File: config.mk
export PLATFORM = sky130hd
export DESIGN_NAME = page_sequencer
export DESIGN_NICKNAME = d
export VERILOG_FILES = /design/src/rtl/page_sequencer.sv
export SDC_FILE = /design/constraint.sdc
export NUM_CORES = 1
export LEC_CHECK = 0
export CAP_MARGIN = 30
export CORE_MARGIN = 1.5
export CORE_UTILIZATION = 59
export CTS_CLUSTER_SIZE = 10
export DETAILED_ROUTE_END_ITERATION = 8
export PLACE_DENSITY = 0.78
export SLEW_MARGIN = 30
export SYNTH_ARGS = -nofsm -noshare
export SYNTH_HDL_FRONTEND = slang
export SYNTH_SLANG_ARGS = --single-unit
File: constraint.sdc
create_clock -name vga_clk -period 2.78 [get_ports vga_clk]
set_clock_uncertainty 0.1 [all_clocks]
set_input_delay 0.417 -clock vga_clk [delete_from_list [all_inputs] [get_ports vga_clk]]
set_output_delay 0.417 -clock vga_clk [all_outputs]
set_load 0.01 [all_outputs]
File: src/rtl/page_sequencer.sv
// Display page controller: selects START/PLAY/OVER pages on frame boundaries,
// latches key presses, pulses game reset on PLAY entry and blinks the prompt.
//
// state    | meaning
// ---------+-----------------------------------------------------------
// PG_START | title page, prompt blinking, any key starts a game
// PG_PLAY  | game field shown, game logic running, keys ignored
// PG_OVER  | game-over page; hold phase ignores keys, ready phase blinks
// PG_BAD   | unreachable; next frame_start restores START reset values
module page_sequencer #(
   parameter int BLINK_FRAMES     = 30,
   parameter int OVER_HOLD_FRAMES = 120
) (
   input  logic       vga_clk,
   input  logic       sys_rst,
   input  logic       frame_start,
   input  logic       key_valid,
   input  logic       game_over,
   output logic [1:0] page_sel,
   output logic       prompt_en,
   output logic       game_rst,
   output logic       game_run
);

   localparam int BW = $clog2(BLINK_FRAMES + 1);
   localparam int HW = $clog2(OVER_HOLD_FRAMES + 1);
   localparam logic [BW-1:0] BLINK_LAST = BW'(BLINK_FRAMES - 1);
   localparam logic [HW-1:0] HOLD_MAX   = HW'(OVER_HOLD_FRAMES);
   localparam logic [HW-1:0] HOLD_LAST  = HW'(OVER_HOLD_FRAMES - 1);

   typedef enum logic [1:0] {
      PG_START = 2'd0,
      PG_PLAY  = 2'd1,
      PG_OVER  = 2'd2,
      PG_BAD   = 2'd3
   } page_e;

   page_e         page_q, page_d;
   logic          prompt_q, prompt_d;
   logic          game_rst_q, game_rst_d;
   logic          game_run_q, game_run_d;
   logic          key_pending_q, key_pending_d;
   logic [BW-1:0] blink_q, blink_d;
   logic [HW-1:0] hold_q, hold_d;
   logic          key_eff;
   logic          do_blink;

   always_comb begin
      page_d     = page_q;
      prompt_d   = prompt_q;
      game_rst_d = 1'b0;
      game_run_d = game_run_q;
      blink_d    = blink_q;
      hold_d     = hold_q;
      do_blink   = 1'b0;
      key_eff    = key_pending_q | key_valid;
      // A same-cycle key is consumed by frame_start; otherwise it waits.
      key_pending_d = key_eff & ~frame_start;

      if (frame_start) begin
         case (page_q)
            PG_START: begin
               if (key_eff) begin
                  page_d     = PG_PLAY;
                  game_rst_d = 1'b1;
                  game_run_d = 1'b1;
                  prompt_d   = 1'b0;
                  blink_d    = '0;
               end else begin
                  do_blink = 1'b1;
               end
            end
            PG_PLAY: begin
               if (game_over) begin
                  page_d     = PG_OVER;
                  game_run_d = 1'b0;
                  prompt_d   = 1'b0;
                  hold_d     = '0;
               end
            end
            PG_OVER: begin
               if (hold_q != HOLD_MAX) begin
                  hold_d = hold_q + HW'(1);
                  if (hold_q == HOLD_LAST) begin
                     prompt_d = 1'b1;
                     blink_d  = '0;
                  end
               end else if (key_eff) begin
                  page_d   = PG_START;
                  prompt_d = 1'b1;
                  blink_d  = '0;
               end else begin
                  do_blink = 1'b1;
               end
            end
            default: begin
               page_d     = PG_START;
               prompt_d   = 1'b1;
               game_run_d = 1'b0;
               blink_d    = '0;
               hold_d     = '0;
            end
         endcase

         if (do_blink) begin
            if (blink_q == BLINK_LAST) begin
               blink_d  = '0;
               prompt_d = ~prompt_q;
            end else begin
               blink_d = blink_q + BW'(1);
            end
         end
      end
   end

   always_ff @(posedge vga_clk or posedge sys_rst) begin
      if (sys_rst) begin
         page_q        <= PG_START;
         prompt_q      <= 1'b1;
         game_rst_q    <= 1'b0;
         game_run_q    <= 1'b0;
         key_pending_q <= 1'b0;
         blink_q       <= '0;
         hold_q        <= '0;
      end else begin
         page_q        <= page_d;
         prompt_q      <= prompt_d;
         game_rst_q    <= game_rst_d;
         game_run_q    <= game_run_d;
         key_pending_q <= key_pending_d;
         blink_q       <= blink_d;
         hold_q        <= hold_d;
      end
   end

   assign page_sel  = page_q;
   assign prompt_en = prompt_q;
   assign game_rst  = game_rst_q;
   assign game_run  = game_run_q;

endmodule

Word-level counts from Yosys, hierarchy flattened
Cells that the tools add are included.
Cells by class
  add/subtract/negate cells: 2
  $mul: 0
  div/mod/pow operators: 0
  $lt $le $gt $ge: 0
  equal/unequal tests: 12
  shift-type cells: 0
  mux-type cells: 32
  bitwise gates (word level): 6
  reduce and logical (&&, ||, !) cells: 5
Operators with widths (count)
  5-bit two-way mux: 5
  7-bit one-hot mux with 3 select lines: 1
  1-bit two-way mux: 15
  5-bit one-hot mux with 3 select lines: 1
  7-bit two-way mux: 2
  2-bit != test (second input constant): 6
  2-bit two-way mux: 4
  4-bit AND reduction: 2
  7-bit by 1-bit adder with 7-bit output (second input constant): 1
  7-bit equality test (second input constant): 1
  7-bit != test (second input constant): 1
  1-bit one-hot mux with 3 select lines: 2
  2-bit one-hot mux with 3 select lines: 1
  5-bit by 1-bit adder with 5-bit output (second input constant): 1
  5-bit equality test (second input constant): 1
  5-bit AND reduction: 1
  4-bit != test (second input constant): 1
  1-bit inverter: 4
  3-bit AND reduction: 1
  2-bit by 1-bit equality test with 1-bit output (second input constant): 1
  2-bit equality test (second input constant): 1
  2-bit zero test: 1
  1-bit one-hot mux with 2 select lines: 1
  1-bit bitwise AND: 1
  1-bit bitwise OR: 1
Word-level totals
  bits in registers: 18
  bits in latches: 0
  memory bits (writable): 0
  memory bits (read-only): 0
  input port bits: 5
  output and inout port bits: 5
  memories kept: 0

Depth between registers and ports, before layout
Gate-level depths: netlist of run 1.
  depth after elaboration: 7
  gate-level depth with buffers: 6
  mapped depth without buffers: 6

Worst setup path before layout of run 1
OpenSTA, ideal clock, no wires.
  path kind: register to register
  start: register hold_q[0]
  end: register prompt_q, in the netlist prompt_en
  library setup time: 0.094 ns
  data arrival time: 1.607 ns
  required time: 2.586 ns
  slack: 0.979 ns
  stages on the path, launching flop included: 7
  buffers on the path: 0
  period minus slack after synthesis: 1.801 ns
  cells stage by stage: dfrtp_1 > inv_1 > ha_1 > and3b_2 > o2111ai_1 > a2111o_1 > a311oi_1
Between the ends
  cells in the longest elaborated chain, start to end: 6
Ends and longest elaborated chain
  start, declared: RTL line 44  | logic [HW-1:0] hold_q, hold_d;
  start signal, assigned: RTL line 132  | hold_q <= hold_d;
  7-bit equality test: RTL line 84  | if (hold_q == HOLD_LAST) begin
  1-bit two-way mux: RTL line 84
  1-bit two-way mux: RTL line 82  | if (hold_q != HOLD_MAX) begin
  1-bit one-hot mux with 3 select lines: RTL line 61  | case (page_q)
  1-bit two-way mux: RTL line 106  | if (blink_q == BLINK_LAST) begin
  1-bit two-way mux (*): RTL line 105  | if (do_blink) begin
  end signal, assigned: RTL line 127  | prompt_q <= prompt_d;
  end, declared: RTL line 39  | logic prompt_q, prompt_d;
Mark *: on every way between the ends. The rest lies on a longest branch, timed or not. The select of a mux whose other input is x is not followed.
A chain may end at the register's enable or synchronous reset.

Worst setup path after layout of run 1
  start: register hold_q[0]
  end: register hold_q[4]
Between the ends
  cells in the longest elaborated chain, start to end: 3
Ends and longest elaborated chain (RTL line)
  7-bit by 1-bit adder with 7-bit output / 7-bit != test (equally long branches): 83, 82
  7-bit two-way mux / 2-bit != test (equally long branches)
  7-bit one-hot mux with 3 select lines / 4-bit AND reduction (equally long branches)
Parallel ways exist; a longest one is shown, timed or not. The select of a mux whose other input is x is not followed.

==> metrics.yaml, run 1 <==
logic_synthesis:
  synth_commonest_cells: "17 x dfrtp_1, 10 x nor2_1, 9 x a31oi_1, 9 x o21ai_0, 8 x inv_1"
  synth_top_cell_by_area: "dfrtp_1"
  synth.net_count: 122
  netlist.area_leader.share_pct: 40.4
  syn_avg_cell_area_um2: 9.31
  synthTopCellsByArea: "dfrtp_1 40%, a31oi_1 5.4%, ha_1 4.8%"
  synthDistinctLibCells: 36
  ys_seq_area_share_pct: 42.9
  synth-edff-count: 0
  yosysMostFrequentCell: "dfrtp_1"
  synthFlopType: "dfrtp_1"
  syn_inst: 113
  yosysWarnings: 0
  synthArstFlopShare_pct: 100
  ys_ff_latch: 18
  synth_area_um2: 1050
clock_network:
  cts-htree-levels: 1
  cts_made_buffers: 3
  postCtsHoldBufs: 0
  cts_tree: "built"
  cts_root_buf: "clkbuf_4"
  insertion_delay_ns: 0.30
  cts_sinks: 18
  post_cts_resized: 0
  cts_post_setup_buffers_inserted: 0
  clock_path_buffers: 2
  cts.clk_slew.worst_paths_ns: 0.11
route:
  met2_length_um: 1030
  vias: 904
  top_layer: "met4"
  firstDrtPassIters: 4
  antenna_left: 0
  drt-total-wl_um: 2150
  post_drt_wl_per_cell_um: 14.4
  drt-met1-wl_um: 1020
  wl_met3_um: 62
  drc: 0
  drtIter0Drc: 17
  viasPerCell: 6.07
power:
  finalPower_w: 0.000938
  combPwrFrac_pct: 38.9
  power_density_nw_per_um2: 785
  leakagePower_nw: 0.517
  p_clk_share_pct: 14.5
  p_seq_share_pct: 46.5
  swShare_pct: 39.8
  ir_drop_uv: 488
  power.internal_w: 0.000565
  p_switching_w: 0.000373
cells_and_area:
  area_delta_synth_final_pct: 13.6
  finalNetCount: 134
  drive_gt1_share_pct: 14.5
  num_antenna_cells: 0
timing:
  finalHoldViolCount: 0
  fin_tns_setup_ns: 0
  slew_headroom_pct: 49.1
  fmax_mhz: 495
  rsz0062_at_grt: "no"
  worst_pin_slew_ns: 0.752
  min_period_ns: 2.02
  finalCritPeriodShare_pct: 72.6
  setup_viol: 0
  drv_slew: 0
setup_path:
  crit_buf_inv: 1
  start_kind: "flip-flop"
  crit_arrival_ns: 2.15
  cp_max_fo: 8
  crit_chain: "inv_1 -> ha_1 -> nand4b_4 -> o311ai_1 -> o21ai_0 -> a21oi_1"
  crit_family: "compound AO/OA/AOI/OAI gates"
  cp_slowest_cell: "o311ai_1"
  critPathKind: "reg2reg"
  slowest_delay_ns: 0.65
  cp-end-kind: "flip-flop"
  critPathRequiredTime_ns: 2.91
global_route:
  grt_max_degree: 19
  grt_usage_pct: 24.0
  grt_pass1_vias: 829
  overflow: 0
  antenna_found_initial: 0
  grt_pass1_wl_um: 3570
die:
  ios: 10
  rows: 15
  die-width_um: 45.2
  die_area_um2: 2050
  start_util_pct: 61.6
  coreArea_um2: 1710
  die_height_um: 45.2
placement:
  io_buffers: 9
  gp_congestion: 0.801
  detailed_place_hpwl_um: 1630
status:
  status: "complete, no violations"
flow_run:
  maxCapViolCount: 0
worst_hold_path:
  min-delay-path-class: "in2async"
[worst reg2reg max path, cell delays in order, from the launching register on]
cell and delay [ns]:
dfrtp_1 0.41, inv_1 0.08, ha_1 0.21, nand4b_4 0.13, o311ai_1 0.65, o21ai_0 0.21
a21oi_1 0.15
[cells in the final DEF (no fill, tap or decap), drive strengths merged, types with 2 or more instances in the layout]
cell type      count
clkbuf             4
o21ai             10
a21oi              5
ha                 4
inv                8
and3               2
nor3               4
and3b              2
or3                4
dfrtp             17
clkdlybuf4s50      9
nand2              5
a31oi              9
nor2              10
or2                2
a21o               3
and4               2
nand4              2
nand3              6
[final timing paths]
check	to	cells after the start	from	slack [ns]
max	hold_q[4]	6	hold_q[0]	0.76
min	hold_q[3]	2	sys_rst	0.40
max reg2reg	hold_q[4]	6	hold_q[0]	0.76
min reg2reg	blink_q[4]	1	blink_q[4]	0.40
max in group asynchronous	key_pending_q	2	sys_rst	1.74
min in group vga_clk	blink_q[4]	1	blink_q[4]	0.40
[flip-flops by register name (all words and copies together) (netlist names)]
signal and cells:
page_sel 2, prompt_en 1, hold_q 7, blink_q 5, game_rst 1, key_pending_q 1
game_run 1
[metal layers]
metal  vias up  track usage (%)
met5         -                0
met4         0             8.24
met3         7             3.20
met2        20             40.6
met1       429             31.5
li1        448                -
[power groups by stage]
stage,clock network (W),logic (W),registers [W]
CTS,0.000136,0.000367,0.000436
detailed placement,0,0.000365,0.000442
global route,0.000144,0.000410,0.000451
global placement,0,0.000352,0.000434
finish,0.000136,0.000365,0.000436
floorplan,0,0.000266,0.000406
[cell type report]
| class | instances | area [µm²] |
|---|---|---|
| clock buffer | 4 | 26.3 |
| fill | 133 | 513 |
| inverter | 8 | 30.0 |
| multi-input combinational | 84 | 558 |
| sequential | 18 | 452 |
| tap | 25 | 31.3 |
| timing repair buffer | 10 | 97.6 |
[per-stage QoR]
stage | instance area [µm²] | utilization (%) | worst slack, ns | instances | hold slack [ns]
after floorplan | 1050 | - | 0.979 | 113 | 0.255
after global placement | 1170 | 68.4 | 0.712 | 145 | 0.379
after detailed placement | 1170 | 68.4 | 0.626 | 145 | 0.379
after CTS | 1190 | 70.0 | 0.736 | 149 | 0.392
after global routing | 1190 | 70.0 | 0.562 | 149 | 0.435
final | 1190 | 70.0 | 0.761 | 149 | 0.401
[cells by family after synthesis]
kind of cell | share of synthesized area (%)
compound gates | 20.8
xor+xnor | 0.832
fa+ha+maj | 4.76
buf+inv | 4.04
flops | 42.9
mux | 2.02
simple gates | 24.6
Power figures use the tool's default switching activity.
==> run 2, diff against run 1 <==
--- a/config.mk
+++ b/config.mk
@@ -7,10 +7,10 @@
 export LEC_CHECK = 0
 export CAP_MARGIN = 30
 export CORE_MARGIN = 1.5
-export CORE_UTILIZATION = 59
+export CORE_UTILIZATION = 50
 export CTS_CLUSTER_SIZE = 10
 export DETAILED_ROUTE_END_ITERATION = 8
-export PLACE_DENSITY = 0.78
+export PLACE_DENSITY = 0.7
 export SLEW_MARGIN = 30
 export SYNTH_ARGS = -nofsm -noshare
 export SYNTH_HDL_FRONTEND = slang
==> constraint.sdc (replaced) <==
create_clock -name vga_clk -period 1.7 [get_ports vga_clk]
set_clock_uncertainty 0.1 [all_clocks]
set_input_delay 0.255 -clock vga_clk [delete_from_list [all_inputs] [get_ports vga_clk]]
set_output_delay 0.255 -clock vga_clk [all_outputs]
set_load 0.01 [all_outputs]
==> metrics.yaml, run 2 (same netlist as run 1, synthesis figures left out) <==
clock_network:
  cts_made_buffers: 3  # unchanged
  cts-htree-levels: 1  # unchanged
  clock_path_buffers: 2  # unchanged
  cts_sinks: 18  # unchanged
  insertion_delay_ns: 0.30  # about the same
  cts_root_buf: "clkbuf_4"  # unchanged
  cts_tree: "built"  # unchanged
  cts.clk_slew.worst_paths_ns: 0.11  # about the same
route:
  drt-total-wl_um: 2550  # was 2150 µm
  viasPerCell: 5.94  # was 6.07
  drc: 0  # unchanged
  drtIter0Drc: 40  # was 17
  vias: 1015  # was 904
  post_drt_wl_per_cell_um: 14.9  # was 14.4 µm
  firstDrtPassIters: 6  # was 4
  antenna_left: 0  # unchanged
setup_path:
  crit_chain: "inv_2 -> ha_4 -> and3b_2 -> o2111ai_4 -> a2111o_1 -> a311oi_2"  # was inv_1 -> ha_1 -> nand4b_4 -> o311ai_1 -> o21ai_0 -> a21oi_1
  r2r_cells: 6  # unchanged
  crit_buf_inv: 1  # unchanged
  rr_startpoint: "hold_q[1]"  # was hold_q[0]
  start_kind: "flip-flop"  # unchanged
  cp_slowest_cell: "dfrtp_2"  # was o311ai_1
  critPathRequiredTime_ns: 1.82  # was 2.91 ns
  critPathKind: "reg2reg"  # unchanged
  startpoint: "hold_q[1]"  # was hold_q[0]
  rrSetupSlack_ns: -0.07  # was 0.76 ns
  slowest_delay_ns: 0.44  # was 0.65 ns
  crit_family: "compound AO/OA/AOI/OAI gates"  # unchanged
  cp_max_fo: 3  # was 8
  crit_cells: 6  # unchanged
  reg2reg_to: "prompt_en"  # was hold_q[4]
  cp-end-kind: "flip-flop"  # unchanged
  crit_arrival_ns: 1.88  # was 2.15 ns
timing:
  fmax_mhz: 566  # was 495 MHz
  worst_pin_slew_ns: 0.426  # was 0.752 ns
  rsz0062_at_grt: "yes"  # was no
  finalHoldViolCount: 0  # unchanged
  setup_ws_ns: -0.0656  # was 0.761 ns
  min_period_ns: 1.77  # was 2.02 ns
  drv_slew: 0  # unchanged
  setup_viol: 4  # was 0
  holdWs_ns: 0.0856  # was 0.401 ns
  finalCritPeriodShare_pct: 104  # was 72.6%
  slew_headroom_pct: 71.3  # was 49.1%
power:
  p_switching_w: 0.000738  # was 0.000373 W
  power_density_nw_per_um2: 1300  # was 785 nW/µm²
  p_seq_share_pct: 35.4  # was 46.5%
  power.internal_w: 0.00116  # was 0.000565 W
  combPwrFrac_pct: 50.2  # was 38.9%
  swShare_pct: 38.9  # was 39.8%
  p_clk_share_pct: 14.4  # was 14.5%
  finalPower_w: 0.00190  # was 0.000938 W
  ir_drop_uv: 820  # was 488 µV
  leakagePower_nw: 0.630  # was 0.517 nW
cells_and_area:
  num-fill-cells: 152  # was 133
  largest_register_ffs: 7  # unchanged
  mostFrequentLayoutCell: "buf_4"  # was dfrtp_1
  final_cell_mix: "21 x buf_4, 15 x dfrtp_1, 10 x nor2_1"  # was 17 x dfrtp_1, 10 x nor2_1, 9 x o21ai_0, 9 x a31oi_1, 9 x clkdlybuf4s50_1
  top_register: "hold_q"  # unchanged
  final_area_um2: 1460  # was 1190 µm²
  drive_gt1_share_pct: 35.4  # was 14.5%
  num_antenna_cells: 0  # unchanged
  area_delta_synth_final_pct: 38.9  # was 13.6%
  finalNetCount: 154  # was 134
global_route:
  grt_max_degree: 11  # was 19
  grt_usage_pct: 21.6  # was 24.0%
  overflow: 0  # unchanged
  grt_pass1_wl_um: 4040  # was 3570 µm
  grt_pass1_vias: 896  # was 829
  antenna_found_initial: 0  # unchanged
worst_hold_path:
  min-delay-path-class: "in2async"  # unchanged
placement:
  detailed_place_hpwl_um: 1720  # was 1630 µm
  gp_congestion: 0.886  # was 0.801
  dp_slack_ns: -0.163  # was 0.626 ns
  io_buffers: 9  # unchanged
  placed_area_um2: 1310  # was 1170 µm²
die:
  die_area_um2: 2390  # was 2050 µm²
  rows: 16  # was 15
  coreArea_um2: 1960  # was 1710 µm²
  start_util_pct: 53.6  # was 61.6%
  ios: 10  # unchanged
  die_height_um: 48.9  # was 45.2 µm
  die-width_um: 48.9  # was 45.2 µm
status:
  failed_checks: "setup timing"
  status: "complete, but fails checks"  # was complete, no violations
flow_run:
  maxCapViolCount: 0  # unchanged
## run 2: cell types whose count changed in the layout (fill, tap and decap cells not counted), moves of 2 or more
cell | previous run | this run
dfrtp_2 | 0 | 2
ha_1 | 4 | 2
dfrtp_1 | 17 | 15
inv_1 | 8 | 6
inv_2 | 0 | 2
buf_4 | 1 | 21
ha_4 | 0 | 2
## run 2: area by class of cell
class / instances / area, µm² / share of cell area, %
repair buffers: 30 / 246 / 16.9
clock buffers: 4 / 36.3 / 2.48
well taps: 27 / 33.8 / 2.31
multi-input cells: 84 / 661 / 45.2
flip-flops and latches: 18 / 454 / 31.1
inverters: 8 / 30.0 / 2.05
## run 2: routing by layer
layer / wire [µm] / global-route usage (%) / vias up / part of all wire [%]
met5: 0 / 0 / - / 0
met4: 67 / 8.57 / 0 / 2.6
met3: 129 / 3.07 / 8 / 5.1
met2: 1240 / 33.3 / 36 / 49
met1: 1110 / 30.5 / 487 / 44
li1: - / - / 484 / -
## run 2: per-stage QoR
step | TNS [ns] | cells | util [%]
final | -0.128 | 171 | 74.5
after global routing | -0.533 | 171 | 74.5
after CTS | -0.252 | 169 | 70.3
after detailed placement | -1.52 | 164 | 66.7
after global placement | -1.22 | 164 | 66.7
after floorplan | 0 | 113 | -
## run 2: worst max path at each step
stage / to
6_report: prompt_en
5_1_grt: blink_q[3]
4_1_cts: prompt_en
3_5_place_dp: blink_q[1]
3_3_place_gp: blink_q[3]
2_1_floorplan: prompt_en
## run 2: power groups by stage
stage               Clock (W)  Combinational (W)  Sequential (W)
floorplan                   0           0.000447        0.000665
global placement            0           0.000766        0.000664
detailed placement          0           0.000792        0.000669
CTS                  0.000274           0.000829        0.000666
global route         0.000300            0.00104        0.000699
finish               0.000273           0.000953        0.000673
## run 2: timing repair
| action | CTS | global route |
|---|---|---|
| pin swaps | 2 | 3 |
| hold buffers | 0 | 0 |
| setup buffers | 1 | 2 |
| hold endpoints to repair | 0 | 0 |
| endpoints found under the setup margin | 11 | 12 |
| gates resized for setup | 7 | 11 |
## run 2: worst reg2reg max path: stages, from the launching register on
cell,delay [ns]
dfrtp_2,0.44
inv_2,0.07
ha_4,0.13
and3b_2,0.23
o2111ai_4,0.16
a2111o_1,0.34
a311oi_2,0.21
